## src/rtl/mips_mem_pkg.sv

```systemverilog
// Shared definitions for the MIPS unified memory port: FSM encoding,
// owner select convention and default timing parameters.
package mips_mem_pkg;

  typedef enum logic {
    ST_IDLE = 1'b0,
    ST_BUSY = 1'b1
  } state_e;

  // Owner values double as the address-mux select (0 = data1, 1 = data2).
  localparam logic OWN_IF = 1'b0;
  localparam logic OWN_DM = 1'b1;

  localparam int MEM_LAT_DEF    = 2;
  localparam int STARVE_MAX_DEF = 4;

  localparam int LAT_W    = 4;
  localparam int STARVE_W = 8;

endpackage

```

## src/rtl/mux2.sv

```systemverilog
// Generic two-input multiplexer: sel 0 selects data1, sel 1 selects data2.
module mux2 #(
  parameter int WIDTH = 32
) (
  input  logic [WIDTH-1:0] data1,
  input  logic [WIDTH-1:0] data2,
  input  logic             sel,
  output logic [WIDTH-1:0] y
);

  assign y = sel ? data2 : data1;

endmodule

```

## src/rtl/mem_port_arbiter.sv

```systemverilog
// Shares one fixed-latency memory port between instruction fetch and data
// access: one transaction in flight, DM priority with an IF starvation guard.
module mem_port_arbiter
  import mips_mem_pkg::*;
#(
  parameter int MEM_LAT    = MEM_LAT_DEF,
  parameter int STARVE_MAX = STARVE_MAX_DEF
) (
  input  logic        clk,
  input  logic        reset,
  input  logic        if_req,
  input  logic [31:0] if_addr,
  output logic        if_gnt,
  output logic        if_rvalid,
  output logic [31:0] if_rdata,
  input  logic        dm_req,
  input  logic        dm_we,
  input  logic [31:0] dm_addr,
  input  logic [31:0] dm_wdata,
  output logic        dm_gnt,
  output logic        dm_rvalid,
  output logic [31:0] dm_rdata,
  output logic        mem_en,
  output logic        mem_we,
  output logic [31:0] mem_addr,
  output logic [31:0] mem_wdata,
  output logic        mem_sel,
  input  logic [31:0] mem_rdata
);

  state_e                state_q;
  logic [LAT_W-1:0]      cnt_q, cnt_d;
  logic [STARVE_W-1:0]   starve_q, starve_d;
  logic                  owner_q;
  logic                  we_q;

  logic force_if;
  logic win_dm;
  logic grant;
  logic resp;

  // NOTE: every always_comb output gets a default first so no latch can be inferred.
  always_comb begin
    force_if = if_req && (starve_q == STARVE_W'(STARVE_MAX));
    win_dm   = dm_req && !force_if;
    grant    = (state_q == ST_IDLE) && (if_req || dm_req);
    resp     = (state_q == ST_BUSY) && (cnt_q == LAT_W'(MEM_LAT));

    cnt_d    = cnt_q + LAT_W'(1);
    starve_d = starve_q;
    if (grant) begin
      cnt_d    = LAT_W'(1);
      // Only a DM grant that overtook a waiting fetch counts toward starvation.
      starve_d = (win_dm && if_req) ? starve_q + STARVE_W'(1) : '0;
    end
  end

  always_comb begin
    if_gnt    = grant && !win_dm;
    dm_gnt    = grant && win_dm;
    mem_en    = grant;
    mem_we    = grant && win_dm && dm_we;
    mem_wdata = (grant && win_dm) ? dm_wdata : '0;
    mem_sel   = grant ? win_dm : owner_q;

    if_rvalid = resp && (owner_q == OWN_IF);
    dm_rvalid = resp && (owner_q == OWN_DM);
    if_rdata  = if_rvalid ? mem_rdata : '0;
    dm_rdata  = (dm_rvalid && !we_q) ? mem_rdata : '0;
  end

  mux2 #(.WIDTH(32)) u_addr_mux (
    .data1 (if_addr),
    .data2 (dm_addr),
    .sel   (mem_sel),
    .y     (mem_addr)
  );

  // NOTE: sequential state uses non-blocking assignments so all registers update together.
  always_ff @(posedge clk) begin
    if (reset) begin
      state_q  <= ST_IDLE;
      cnt_q    <= '0;
      starve_q <= '0;
      owner_q  <= OWN_IF;
      we_q     <= 1'b0;
    end else begin
      case (state_q)
        ST_IDLE: begin
          if (grant) begin
            state_q  <= ST_BUSY;
            cnt_q    <= cnt_d;
            starve_q <= starve_d;
            owner_q  <= win_dm;
            we_q     <= win_dm && dm_we;
          end
        end
        ST_BUSY: begin
          if (resp) begin
            state_q <= ST_IDLE;
            cnt_q   <= '0;
          end else begin
            cnt_q   <= cnt_d;
          end
        end
        default: state_q <= ST_IDLE;
      endcase
    end
  end

endmodule

```

## config.mk

```make
export PLATFORM = sky130hd
export DESIGN_NAME = mem_port_arbiter
export DESIGN_NICKNAME = d
export VERILOG_FILES = /design/src/rtl/mips_mem_pkg.sv /design/src/rtl/mux2.sv /design/src/rtl/mem_port_arbiter.sv
export SDC_FILE = /design/constraint.sdc
export NUM_CORES = 1
export LEC_CHECK = 0
export CAP_MARGIN = 10
export CORE_AREA = 4 4 103 105
export DETAILED_ROUTE_END_ITERATION = 7
export DIE_AREA = 0 0 107 109
export DONT_BUFFER_PORTS = 1
export HOLD_SLACK_MARGIN = 0.15
export SYNTH_ARGS = -nofsm -noshare
export SYNTH_HDL_FRONTEND = slang
export SYNTH_SLANG_ARGS = --single-unit
```

## constraint.sdc

```tcl
create_clock -name clk -period 4.7 [get_ports clk]
set_input_delay 0.47 -clock clk [delete_from_list [all_inputs] [get_ports clk]]
set_output_delay 0.47 -clock clk [all_outputs]
set_load 0.01 [all_outputs]
```

==> summary.md <==
| Metric | Value |
|---|---|
| RSZ-0062 raised after global routing | `false` |
| Top-area cell type share of the netlist area | `between 30 and 40%` |
| Fill count | `1070` |
| Seq/Total Area, Yosys | `roughly 16%` |
| Top delay family on crit path | `compound AO/OA/AOI/OAI gates` |
| RR Startpoint | `starve_q[0]` |
| Simple-Gate Fraction of Synth Area | `45.9%` |
| Compound-Gate Fraction of Synth Area | `6.62%` |
| Root buffer cell | `clkbuf_8` |
| Pre-CTS WS | `1930 ps` |
| Core ar. | `9640 um^2` |
| Hpwl dp | `6.93 mm` |
| Ports | `between 200 and 300` |
| Critical path buffers and inverters | `1` |
| Most frequent cells in the layout | `and2_1, mux2_2, nor2_1, dfxtp_1` |
| VDD IR max | `0.0735 mV` |
| Net Count, Synth | `368` |
| Area delta synth->final | `8.12%` |
| Final core area utilization | `20.6%` |
| Max cap viols | `0` |
| Critical Path Sink Type | `output pin` |
| Clk pwr share | `~28%` |
| Total CTS buffers | `3` |
| Top post-synthesis cells by area | `and2_1, dfxtp_1, mux2_2, mux2_1, nor2_1` |
| Status | `completed` |
| Port bufs | `0` |
| Fin crit period | `3030 ps` |
| Setup TNS | `0 ps` |
| Most frequent CP cell | `a21oi_4` |
| Die Footprint | `11700 um^2` |
| Mapped cell area | `around 1800 um^2` |
| Setup ws final | `1670 ps` |
| Endpoints failing hold | `0` |
| Max Clk Rate | `0.330 GHz` |
| Most common cell after layout, fill and taps aside | `and2_1` |
| Clock sinks | `15` |
| Post-synth cell types | `35` |
| Routed via count | `1673` |
| Crit Path Class | `reg2out` |
| CTS tree | `yes` |
| Hold Crit Class | `in2reg` |
| Critical Path RT | `4230 ps` |
| Hold path startpoint | `reset` |
| Register clock-pin slew on the reported worst setup and hold paths | `60 ps` |
| Initial cell density of the core | `a little under a fifth` |
| Synth Warn # | `0` |
| Post-cts sizing count | `0` |
| Largest net degree at the start of global routing | `37` |
| Switching fraction of total power | `approximately 35%` |
| Gate Count Post-Synth | `231` |
| Actual slew at the worst max-slew pin | `between 1000 and 1500 ps` |
| Rows | `36` |
| # hold bufs at CTS | `0` |
| Critical path, cell by cell | `inv_1 > ha_1 > and4bb_2 > a21oi_4 > a21oi_4 > mux2_2` |
| CP Launch Type | `flip-flop` |
| Non-Filler Cell Area, Final | `1980 um^2` |
| Share of layout cells above drive strength 1 | `17.1%` |
| Lkg Pwr | `slightly above 0.7 nW` |
| Adder-cell share of the synthesized area | `under 10%` |
| XOR/XNOR Fraction of Synth Area | `around 3.3%` |
| Worst Skew | `3.06 ps` |
| Synthesized flop and latch total | `15` |
| Final setup violating endpoints | `0` |
| Post-CTS Setup Bufs | `0` |
| WL per Instance | `roughly 22 um` |
| CP Max Fanout | `36` |
| Worst-Skew Late Latency | `250 ps` |
| Mux contribution to synthesized area | `19.6%` |
| Global-route wire length before repair | `10.2 mm` |
| Die Y | `roughly 110 um` |
| Post-synth top flop | `dfxtp_1` |
| Pint | `between 0.2 and 0.25 mW` |
| Max-slew headroom | `between 20% and 30%` |
| DP Area | `1930 um^2` |
| DR iter-0 viols | `67` |
| Main combinational cell family by area after synthesis | `simple AND/OR/NAND/NOR gates` |
| Drt drc | `0` |
| Average size of a mapped cell | `7.94 um^2` |
| Area leader, netlist | `and2_1` |
| Final ANT Viol Nets | `0` |
| Overall routed net length | `between 7 and 8 mm` |
| Router iterations before antenna repair | `4` |
| Final #Nets | `360` |
| Worst endpoint data arrival time | `2560 ps` |
| Pins Over Slew Limit | `0` |
| # H-tree levels | `1` |
| GRT Residual Overflow | `0` |
| Hold_ws | `283 ps` |
| RD Place Congestion | `0.821` |
| Final Cycle Share | `64.6%` |
| Asr flop ratio synth | `0%` |
| Cell Pwr Density | `189 nW/um^2` |
| Sequential power share | `a little under two fifths` |
| Total Routing Usage GR | `11.4%` |
| Slowest stage delay, CP | `820 ps` |
| CTS max path bufs | `2` |
| Initial antenna violation count | `5` |
| Die width | `107 um` |
| Sw power | `0.132 mW` |
| CP startpoint | `starve_q[0]` |
| Slowest CP cell | `a21oi_4` |
| Via/cell ratio | `roughly 4.7` |
| Number of enable flip-flop cells after synthesis | `0` |
| Vias in the first global route | `1576` |
| Combinational power share | `34.5%` |
==> stage by stage <==
step | instances | power, mW
floorplan | 231 | 0.256
global placement | 351 | 0.268
detailed placement | 351 | 0.271
CTS | 355 | 0.375
global route | 358 | 0.389
finish | 358 | 0.375
==> power by group through the flow <==
stage,clock (mW),sequential [mW],combinational [mW]
after floorplan,0,0.139,0.117
after global placement,0,0.142,0.126
after detailed placement,0,0.142,0.129
after CTS,0.106,0.139,0.130
after global routing,0.111,0.140,0.138
final,0.106,0.139,0.129
==> registers in the layout (all words and copies together), names as in the netlist <==
name	flops
we_q	1
cnt_q	4
owner_q	1
state_q	1
starve_q	8
==> synth_stat cells, drive strengths merged (3+ instances only) <==
| cell type | number |
|---|---|
| inv | 7 |
| dfxtp | 15 |
| buf | 4 |
| nor2 | 15 |
| nand2 | 7 |
| ha | 4 |
| mux2 | 32 |
| nor3 | 3 |
| clkbuf | 9 |
| xnor2 | 6 |
| and2 | 98 |
| a21oi | 6 |
==> path summary, 6_finish.rpt <==
kind                                    end  slack (ps)  depth (start not counted)
worst max-delay path            mem_addr[9]        1670                          6
worst min-delay path                   we_q         280                          1
worst max register to register      owner_q        2660                          6
worst min register to register     cnt_q[3]         520                          1
==> cells by family after synthesis <==
kind of cell    after synthesis
compound gates               14
xor+xnor                      7
fa+ha+maj                     4
buf+inv                      20
flops                        15
mux                          32
simple gates                139
==> cell type report <==
cell class,instances,area [um^2],share of cell area [%]
Multi-Input combinational cell,196,1440,72.5
Sequential cell,15,300,15.1
Antenna cell,3,7.51,0.379
Clock buffer,4,45.0,2.27
Inverter,7,26.3,1.32
Tap cell,133,166,8.39
==> metal layers <==
metal	part of all wire (%)	global-route usage, %
met1	35	12.6
met2	47	18.1
met3	17	7.87
met4	1.4	2.74
met5	0.18	0
Power figures use the tool's default switching activity.
